### config.mk
export PLATFORM = sky130hd
export DESIGN_NAME = cache_fill_ctrl
export DESIGN_NICKNAME = d
export VERILOG_FILES = /design/src/rtl/cache_pkg.sv /design/src/rtl/cache_fill_ctrl.sv
export SDC_FILE = /design/constraint.sdc
export NUM_CORES = 1
export LEC_CHECK = 0
export CAP_MARGIN = 25
export CORE_MARGIN = 2
export CORE_UTILIZATION = 47
export CTS_CLUSTER_SIZE = 30
export DETAILED_ROUTE_END_ITERATION = 10
export GPL_TIMING_DRIVEN = 0
export PLACE_DENSITY = 0.82
export SLEW_MARGIN = 20
export SYNTH_ARGS = -nofsm -noshare
export SYNTH_HDL_FRONTEND = slang
export SYNTH_SLANG_ARGS = --single-unit
### constraint.sdc
create_clock -name clk -period 4.6 [get_ports clk]
set_input_delay 0.46 -clock clk [delete_from_list [all_inputs] [get_ports clk]]
set_output_delay 0.46 -clock clk [all_outputs]
set_load 0.005 [all_outputs]
### src/rtl/cache_pkg.sv
// rtl/cache_pkg.sv - shared cache types: fill FSM encoding and address-split helpers
package cache_pkg;

    typedef logic [1:0] fill_state_t;

    localparam fill_state_t ST_IDLE = 2'd0;
    localparam fill_state_t ST_FILL = 2'd1;
    localparam fill_state_t ST_DONE = 2'd2;

    // Byte offset within the line: low off_w bits of the address.
    function automatic logic [31:0] addr_offset(input logic [31:0] addr, input int off_w);
        return addr & ((32'd1 << off_w) - 32'd1);
    endfunction

    // Line index: the idx_w bits sitting just above the offset field.
    function automatic logic [31:0] addr_index(input logic [31:0] addr, input int off_w,
                                               input int idx_w);
        return (addr >> off_w) & ((32'd1 << idx_w) - 32'd1);
    endfunction

    // Tag: the top tag_w bits of an addr_w-bit address.
    function automatic logic [31:0] addr_tag(input logic [31:0] addr, input int tag_w,
                                             input int addr_w);
        return (addr >> (addr_w - tag_w)) & ((32'd1 << tag_w) - 32'd1);
    endfunction

endpackage

### src/rtl/cache_fill_ctrl.sv
// rtl/cache_fill_ctrl.sv - critical-byte-first line-fill controller for the direct-mapped read cache
module cache_fill_ctrl
    import cache_pkg::*;
#(
    parameter int ADDR_WIDTH = 16,
    parameter int TAG_WIDTH  = 12,
    parameter int BLOCK_SIZE = 8,
    localparam int OFFSET_WIDTH = $clog2(BLOCK_SIZE),
    localparam int INDEX_WIDTH  = ADDR_WIDTH - TAG_WIDTH - OFFSET_WIDTH
) (
    input  logic                    clk,
    input  logic                    rst,
    input  logic                    cpu_rd,
    input  logic [ADDR_WIDTH-1:0]   cpu_addr,
    input  logic                    line_hit,
    output logic                    cpu_stall,
    output logic                    crit_valid,
    output logic [7:0]              crit_data,
    output logic                    busy,
    output logic [TAG_WIDTH-1:0]    fill_tag,
    output logic [INDEX_WIDTH-1:0]  fill_index,
    output logic                    fill_tag_en,
    output logic                    fill_en,
    output logic [OFFSET_WIDTH-1:0] fill_off,
    output logic [7:0]              fill_data,
    output logic                    mem_req,
    output logic [ADDR_WIDTH-1:0]   mem_addr,
    input  logic                    mem_ack,
    input  logic [7:0]              mem_rdata
);

    if (INDEX_WIDTH < 1 || BLOCK_SIZE < 2 || (BLOCK_SIZE & (BLOCK_SIZE - 1)) != 0 ||
        ADDR_WIDTH > 32) begin : g_bad_cfg
        $error("cache_fill_ctrl: illegal ADDR_WIDTH/TAG_WIDTH/BLOCK_SIZE combination");
    end

    localparam logic [OFFSET_WIDTH-1:0] LAST_CNT = OFFSET_WIDTH'(BLOCK_SIZE - 1);

    fill_state_t             state;
    logic [OFFSET_WIDTH-1:0] start_off;
    logic [OFFSET_WIDTH-1:0] cnt;
    logic [OFFSET_WIDTH-1:0] cur_off;
    logic [OFFSET_WIDTH-1:0] next_off;
    logic [TAG_WIDTH-1:0]    req_tag;
    logic [INDEX_WIDTH-1:0]  req_index;
    logic [OFFSET_WIDTH-1:0] req_off;
    logic                    miss;
    logic                    ack_fill;
    logic                    first_ack;
    logic                    last_ack;

    assign req_tag   = TAG_WIDTH'(addr_tag(32'(cpu_addr), TAG_WIDTH, ADDR_WIDTH));
    assign req_index = INDEX_WIDTH'(addr_index(32'(cpu_addr), OFFSET_WIDTH, INDEX_WIDTH));
    assign req_off   = OFFSET_WIDTH'(addr_offset(32'(cpu_addr), OFFSET_WIDTH));

    // Wrap-around offset: the narrow width makes the add modulo BLOCK_SIZE.
    assign cur_off   = start_off + cnt;
    assign next_off  = cur_off + OFFSET_WIDTH'(1);

    assign miss      = cpu_rd & ~line_hit;
    assign ack_fill  = (state == ST_FILL) & mem_ack;
    assign first_ack = ack_fill & (cnt == '0);
    assign last_ack  = ack_fill & (cnt == LAST_CNT);

    assign busy        = (state != ST_IDLE);
    assign fill_en     = ack_fill;
    assign fill_off    = ack_fill ? cur_off : '0;
    assign fill_data   = ack_fill ? mem_rdata : 8'h00;
    assign fill_tag_en = last_ack;
    assign crit_valid  = first_ack;
    assign crit_data   = first_ack ? mem_rdata : 8'h00;

    // CPU is released for exactly the cycle its byte is bypassed, otherwise held while filling.
    always_comb begin
        cpu_stall = 1'b1;
        case (state)
            ST_IDLE: cpu_stall = miss;
            ST_FILL: cpu_stall = ~first_ack;
            default: cpu_stall = 1'b1;
        endcase
    end

    // Fill sequencer: latch the miss, walk the line from the critical byte, settle one cycle.
    always_ff @(posedge clk or posedge rst) begin
        if (rst) begin
            state      <= ST_IDLE;
            fill_tag   <= '0;
            fill_index <= '0;
            start_off  <= '0;
            cnt        <= '0;
            mem_req    <= 1'b0;
            mem_addr   <= '0;
        end else begin
            case (state)
                ST_IDLE: begin
                    if (miss) begin
                        state      <= ST_FILL;
                        fill_tag   <= req_tag;
                        fill_index <= req_index;
                        start_off  <= req_off;
                        cnt        <= '0;
                        mem_req    <= 1'b1;
                        mem_addr   <= {req_tag, req_index, req_off};
                    end
                end
                ST_FILL: begin
                    if (mem_ack) begin
                        cnt <= cnt + OFFSET_WIDTH'(1);
                        if (cnt == LAST_CNT) begin
                            state    <= ST_DONE;
                            mem_req  <= 1'b0;
                            mem_addr <= '0;
                        end else begin
                            mem_addr <= {fill_tag, fill_index, next_off};
                        end
                    end
                end
                ST_DONE: state <= ST_IDLE;
                default: state <= ST_IDLE;
            endcase
        end
    end

endmodule

Word level (Yosys, flattened, before mapping):

Cells that the tools add are included.

* register bits: 38
* word-level logic and storage cells: 48
* output and inout bits: 54
* input bits: 29

* mux-type cells: 19
* eq/ne operators: 5
* bitwise operators: 6
* $add $sub $neg: 3
* reductions and logical operators: 8

Operator list (number)
* $mux 16: 3
* $pmux 16 s2: 1
* $mux 8: 2
* $mux 3: 3
* $add 3x1->3 const B: 2
* $mux 2: 3
* $pmux 3 s2: 1
* $reduce_and 3->1: 2
* $and 1x1->1: 4
* $ne 2x2->1 const B: 2
* $pmux 1 s2: 2
* $pmux 2 s2: 1
* $reduce_and 4->1: 1
* $reduce_bool 2->1: 2
* $add 3x3->3: 1
* $eq 3x3->1 const B: 1
* $logic_not 3->1: 1
* $mux 1: 3
* $eq 2x1->1 const B: 1
* $logic_not 2->1: 1
* $ne 2x1->1 const B: 1
* $not 1->1: 2
* $reduce_and 2->1: 1

Logic depth before layout (Yosys ltp):

Gate-level depths: netlist of run 1.

* depth after elaboration: 5
* mapped depth: 8
* gate-level depth less buffers: 8

Worst setup path after synthesis of run 1:

No wires, ideal clock.

* path kind: reg-to-reg
* start: register cnt[0]
* end: register mem_addr[1]
* period minus slack after synthesis: 2.058 ns
* data required time: 4.475 ns
* setup time: 0.125 ns
* path buffers: 0
* cell stages (with the launch flop): 9
* data arrival time: 1.933 ns
* path slack: 2.542 ns
* path through: dfrtp_1 -> ha_1 -> inv_1 -> fa_1 -> inv_1 -> ha_1 -> nor2b_1 -> mux2_2 -> mux2_4

* longest elaborated chain between the ends: 5

RTL lines
* start: declaration: line cache_fill_ctrl.sv:41 `logic [OFFSET_WIDTH-1:0] cnt;`
* start signal: assignment: line cache_fill_ctrl.sv:108 `cnt <= cnt + OFFSET_WIDTH'(1);`
* $add 3x3->3: line cache_fill_ctrl.sv:57 `assign cur_off = start_off + cnt;`
* $add 3x1->3: line cache_fill_ctrl.sv:58 `assign next_off = cur_off + OFFSET_WIDTH'(1);`
* $mux 16 *: line cache_fill_ctrl.sv:109 `if (cnt == LAST_CNT) begin`
* $mux 16 *: line cache_fill_ctrl.sv:107 `if (mem_ack) begin`
* $pmux 16 s2 *: line cache_fill_ctrl.sv:94 `case (state)`
* end signal: assignment: line cache_fill_ctrl.sv:103 `mem_addr <= {req_tag, req_index, req_off};`
* end signal: assignment: line cache_fill_ctrl.sv:114 `mem_addr <= {fill_tag, fill_index, next_off};`
* end: declaration: line cache_fill_ctrl.sv:27 `output logic [ADDR_WIDTH-1:0] mem_addr,`

Every way passes the cells marked *; elsewhere a longest branch is shown, timed or not. The select of a mux whose other input is x is not followed.
A chain may end at the register's enable or synchronous reset.

Worst setup path after layout of run 1:

* start: register cnt[0]
* end: output fill_tag_en

* longest elaborated chain between the ends: 2

RTL lines
* $eq 3x3->1: line cache_fill_ctrl.sv:63 `assign last_ack = ack_fill & (cnt == LAST_CNT);`
* $and 1x1->1: line cache_fill_ctrl.sv:63
* end: declaration: line cache_fill_ctrl.sv:22 `output logic fill_tag_en,`

No other way between the ends.

==> results of run 1 <==
[metrics by stage]
stage	cells	hold slack, ns	util [%]
detailed placement	314	0.494	69.7
global placement	313	0.490	69.2
finish	322	0.383	72.2
floorplan	179	0.481	-
global route	322	0.398	72.2
CTS	322	0.384	72.2
[how the worst min path moves through the flow]
stage	start	slack [ns]	to	depth (start not counted)
floorplan	start_off[1]$_DFFE_PP0P_	0.48	start_off[1]$_DFFE_PP0P_	1
global placement	mem_addr[10]$_DFFE_PP0P_	0.49	mem_addr[10]$_DFFE_PP0P_	1
detailed placement	mem_addr[4]$_DFFE_PP0P_	0.49	mem_addr[4]$_DFFE_PP0P_	1
CTS	rst	0.38	state[1]$_DFFE_PP0P_	2
global route	rst	0.40	state[1]$_DFFE_PP0P_	2
finish	rst	0.38	cnt[1]$_DFFE_PP0P_	2
[state kept, by name, indices dropped and copies added (netlist names)]
signal,count
fill_index,1
start_off,3
cnt,3
mem_addr,16
mem_req,1
fill_tag,12
state,2
[placed cells by master (no fill, tap or decap), types with 2 or more instances in the layout]
cell / synthesis / routed
and3_1: 9 / 9
buf_12: 1 / 2
inv_1: 11 / 10
mux2i_1: 3 / 3
and2_1: 9 / 9
mux2_2: 40 / 40
clkbuf_1: 4 / 4
dfrtp_1: 38 / 38
buf_2: 4 / 4
xnor2_1: 2 / 2
nand2b_1: 3 / 3
mux2_4: 6 / 6
nor2_1: 8 / 8
nor2b_1: 15 / 15
clkdlybuf4s50_1: 0 / 82
clkbuf_8: 0 / 8
nand2_1: 6 / 6
ha_1: 5 / 5
a21oi_1: 2 / 2
[critical path: cells and delay by family, from the launching register on]
| kind | cells | cell delay, ns |
|---|---|---|
| simple gates | 1 | 0.14 |
| fa+ha+maj | 2 | 0.60 |
| buf+inv | 3 | 1.10 |
| flops | 1 | 0.38 |
[where the power goes]
part           switching, mW  total [mW]  leakage (nW)  internal (mW)
combinational          0.404        1.16         0.866          0.755
sequential            0.0984       0.598         0.457          0.500
clock                  0.115       0.267        0.0575          0.151
[metal layers]
metal / GRT usage, % / wire length [um]
met1: 25.5 / 1940
met2: 35.0 / 2430
met3: 6.19 / 418
met4: 6.29 / 64
met5: 0 / 0
[cells by family (layout without fill, tap and decap cells)]
| group | count (synthesis) | in the layout | share of synthesized area (%) |
|---|---|---|---|
| mux | 49 | 49 | 26.8 |
| flops | 38 | 38 | 44.7 |
| compound gates | 9 | 9 | 3.65 |
| fa+ha+maj | 6 | 6 | 3.88 |
| buf+inv | 21 | 112 | 5.06 |
| simple gates | 54 | 54 | 15.1 |
| xor+xnor | 2 | 2 | 0.824 |
[layout make-up]
class | count | area (um2) | area share [%]
multi-input combinational | 120 | 1070 | 34.0
sequential | 38 | 951 | 30.3
timing repair buffer | 83 | 841 | 26.8
clock buffer | 8 | 110 | 3.50
buffer | 10 | 66.3 | 2.11
tap | 52 | 65.1 | 2.07
inverter | 11 | 41.3 | 1.31
==> flow_summary.ini, run 1 <==
[logic_synthesis]
synth_common_cells = mux2_2 (40), dfrtp_1 (38), nor2b_1 (15)
avgSynthCellArea_um2 = 11.9
async_flop_share_pct = 100
ys_seq_elements = 38
synth_top_area_share_pct = 44.7
ys.flop_type = dfrtp_1
yosysMostFrequentCell = mux2_2
synthCells = 179
synth_nets = 214
yosysUniqueCellTypes = 30
synth_area_um2 = 2130
synth_edf_count = 0
yosysSeqAreaShare_pct = 44.7
synth_area_leader_cell = dfrtp_1
synth_area_leaders = dfrtp_1 (45%), mux2_2 (21%), nor2b_1 (4.4%), mux2_4 (4.2%), ha_1 (2.9%)
ys.warnings.count = 0

[drt]
wl_per_cell_um = 15.1
remaining_drc_errors = 0
postRouteAntennaNets = 0
wirelength_um = 4850
via_per_inst = 5.11
drtIter0Drc = 65
vias = 1644
first_pass_iters = 4

[cts]
hold_buffers = 0
htreeDepth = 2
cts.repair.resized = 0
cts_tree = built
cts_buffer_depth = 2
postCtsSetupBuffers = 0
clock_sinks = 38
clk_pin_slew_worst_paths_ns = 0.08
clock_tree.root_cell = clkbuf_8
cts_buffers = 5
insertion_delay_ns = 0.29

[power]
p_leak_nw = 1.38
power.density_nw_per_um2 = 644
worst_ir_drop_vdd_v = 0.000336
power.total_mw = 2.02

[sta]
slew-limit-headroom_pct = 54.1
setup_viol = 0
hold_viol = 0
min_period_over_period_pct = 65.0
fin_ws_ns = 1.61
finClkSkew_ns = 0.00906
slew_violations = 0
max_freq_mhz = 334
finalCriticalPeriod_ns = 2.99
worst_slew_pin_slew_ns = 0.687
finalSetupTns_ns = 0
rsz0062_at_grt = false

[worst_setup_path]
end_kind = primary output
r2r_slack_ns = 2.40
crit_path_start_kind = flip-flop
r2r-start = cnt[0]$_DFFE_PP0P_
crit_path_start = cnt[0]$_DFFE_PP0P_
slowest_stage = clkdlybuf4s50_1
endpoint = fill_tag_en
required_ns = 4.14
reg2reg_to = mem_addr[1]$_DFFE_PP0P_
cp.arrival_ns = 2.53
cp_cell_sequence = ha_1 -> ha_1 -> clkbuf_1 -> inv_1 -> nor2_1 -> clkdlybuf4s50_1
path_max_fanout = 10
cp_common_cell = ha_1
max_stage_delay_ns = 0.51
worst_r2r_path_depth = 6
critPathKind = flip-flop to primary output

[cells_and_area]
drive_gt1_share_pct = 24.4
final_area_um2 = 3140
nets = 304
nFillCells = 322
area_growth_pct = 47.8
antennaDiodeCount = 0

[global_routing]
grt_max_degree = 33
grt_pass1_vias = 1668
grt_overflow = 0
grt_antenna_before_repair = 0
track_usage_pct = 20.6
grt_pass1_wl_um = 8150

[die]
rows = 24
core-area_um2 = 4350
dieWidth_um = 71.3
dieArea_um2 = 5080
pin_count = 83
start_util_pct = 48.9
die_y_um = 71.3

[placement]
gp_congestion = 0.772
post_dp_cell_area_um2 = 3030
post-place-ws_ns = 1.64
hpwlAfterDp_um = 3620
port_buffers = 82

[job]
cap_violations = 0

[min_path]
worstHoldPathType = input pin to asynchronous set/reset pin

[outcome]
status = completed
Note: power is estimated with default switching activity, not from simulation.
==> run 2: changes to the inputs <==
--- a/config.mk
+++ b/config.mk
@@ -7,11 +7,11 @@
 export LEC_CHECK = 0
 export CAP_MARGIN = 25
 export CORE_MARGIN = 2
-export CORE_UTILIZATION = 47
+export CORE_UTILIZATION = 39
 export CTS_CLUSTER_SIZE = 30
 export DETAILED_ROUTE_END_ITERATION = 10
 export GPL_TIMING_DRIVEN = 0
-export PLACE_DENSITY = 0.82
+export PLACE_DENSITY = 0.73
 export SLEW_MARGIN = 20
 export SYNTH_ARGS = -nofsm -noshare
 export SYNTH_HDL_FRONTEND = slang
==> constraint.sdc (replaced) <==
create_clock -name clk -period 2.5 [get_ports clk]
set_input_delay 0.25 -clock clk [delete_from_list [all_inputs] [get_ports clk]]
set_output_delay 0.25 -clock clk [all_outputs]
set_load 0.005 [all_outputs]
==> flow_summary.ini, run 2 (synthesized netlist as in run 1, its figures left out) <==
[outcome]
status = completed

[cts]
cts_buffers = 5
insertion_delay_ns = 0.28
hold_buffers = 0
cts_tree = built
clk_pin_slew_worst_paths_ns = 0.07
htreeDepth = 2
cts_buffer_depth = 2
clock_sinks = 38
clock_tree.root_cell = clkbuf_8

[drt]
wirelength_um = 5010
remaining_drc_errors = 0
vias = 1680
via_per_inst = 4.83
drtIter0Drc = 43
wl_per_cell_um = 14.4
first_pass_iters = 4
postRouteAntennaNets = 0

[worst_setup_path]
worst_r2r_path_depth = 8
cp_common_cell = buf_4
end_kind = primary output
required_ns = 2.25
critPathKind = flip-flop to primary output
cp.arrival_ns = 2.14
slowest_stage = clkdlybuf4s50_1
cp_cell_sequence = buf_2 -> nor2b_1 -> buf_4 -> buf_6 -> buf_4 -> and3_1 -> clkdlybuf4s50_1
crit_path_start_kind = flip-flop
max_stage_delay_ns = 0.50
path_max_fanout = 10

[cells_and_area]
antennaDiodeCount = 0
drive_gt1_share_pct = 27.7
top_register = mem_addr
largest_reg_flops = 16
final_cell_mix = clkdlybuf4s50_1 (81), mux2_2 (40), dfrtp_1 (38)
nets = 312
top_regs = mem_addr: 16 flops, fill_tag: 12 flops
fin_cells = 348
final_common_cell = clkdlybuf4s50_1
final_area_um2 = 3260
area_growth_pct = 53.4
nFillCells = 435

[sta]
finClkSkew_ns = 0.00431
finalCriticalPeriod_ns = 2.39
min_period_over_period_pct = 95.5
worst_slew_pin_slew_ns = 0.430
hold_viol = 0
slew-limit-headroom_pct = 71.2
finalSetupTns_ns = 0
max_freq_mhz = 419
fin_ws_ns = 0.112
slew_violations = 0
setup_viol = 0

[die]
pin_count = 83
die_y_um = 77.9
rows = 26
core-area_um2 = 5170
dieArea_um2 = 6060
dieWidth_um = 77.9
start_util_pct = 41.1

[global_routing]
grt_antenna_before_repair = 0
grt_pass1_wl_um = 8250
grt_pass1_vias = 1682
grt_max_degree = 23
track_usage_pct = 17.0
grt_overflow = 0

[placement]
dp.cells = 332
port_buffers = 82
post_dp_cell_area_um2 = 3060
post-place-ws_ns = -0.0482
hpwlAfterDp_um = 3660
gp_congestion = 0.720

[min_path]
worstHoldPathType = input pin to asynchronous set/reset pin

[power]
p_leak_nw = 1.45
worst_ir_drop_vdd_v = 0.000655
power.density_nw_per_um2 = 1170

[job]
cap_violations = 0
## run 2: path summary, 6_finish.rpt
kind | start | endpoint | slack, ns
hold reg to reg | mem_addr[10]$_DFFE_PP0P_ | mem_addr[10]$_DFFE_PP0P_ | 0.51
setup reg to reg | cnt[0]$_DFFE_PP0P_ | mem_addr[2]$_DFFE_PP0P_ | 0.25
setup / recovery | state[1]$_DFFE_PP0P_ | fill_off[0] | 0.11
min in group clk | mem_addr[10]$_DFFE_PP0P_ | mem_addr[10]$_DFFE_PP0P_ | 0.51
hold / removal | rst | start_off[1]$_DFFE_PP0P_ | 0.28
max in group asynchronous | rst | mem_addr[14]$_DFFE_PP0P_ | 1.78
## run 2: worst max-delay path: cells and delay by family (launching register included)
family	cells	cell delay, ns
buffers and inverters	5	1.20
DFF	1	0.36
and+or+nand+nor	2	0.28
## run 2: cell type report
type | instances | area, um2 | area share, %
Clock inverter | 1 | 5.00 | 0.153
Tap cell | 70 | 87.6 | 2.68
Timing Repair Buffer | 91 | 911 | 27.9
Multi-Input combinational cell | 120 | 1100 | 33.7
Buffer | 10 | 82.6 | 2.53
Inverter | 11 | 41.3 | 1.27
Sequential cell | 38 | 951 | 29.1
Clock buffer | 7 | 86.3 | 2.65
## run 2: metrics by stage
stage	total power, mW	util (%)	hold WS, ns
floorplan	2.30	-	0.402
global placement	3.20	58.7	0.491
detailed placement	3.26	59.2	0.495
CTS	3.75	61.6	0.290
global route	4.11	63.1	0.311
finish	3.82	63.1	0.282
## run 2: per-layer routing
| metal | wire (um) | track usage (%) | vias to the layer above |
|---|---|---|---|
| met1 | 2220 | 21.4 | 814 |
| li1 | - | - | 800 |
| met3 | 392 | 5.47 | 2 |
| met2 | 2370 | 28.3 | 64 |
| met4 | 23 | 3.75 | 0 |
| met5 | 0 | 0 | - |
## run 2: report_power, final
group | internal (mW) | switching [mW] | total [mW]
registers | 0.920 | 0.183 | 1.10
logic | 1.51 | 0.788 | 2.30
clock network | 0.222 | 0.198 | 0.420
total | 2.65 | 1.17 | 3.82
## run 2: repair_timing
| action | in CTS | in global routing |
|---|---|---|
| buffers inserted | 0 | 8 |
| pin swaps | 0 | 2 |
| gates resized for setup | 8 | 8 |
| setup endpoints to repair | 20 | 19 |
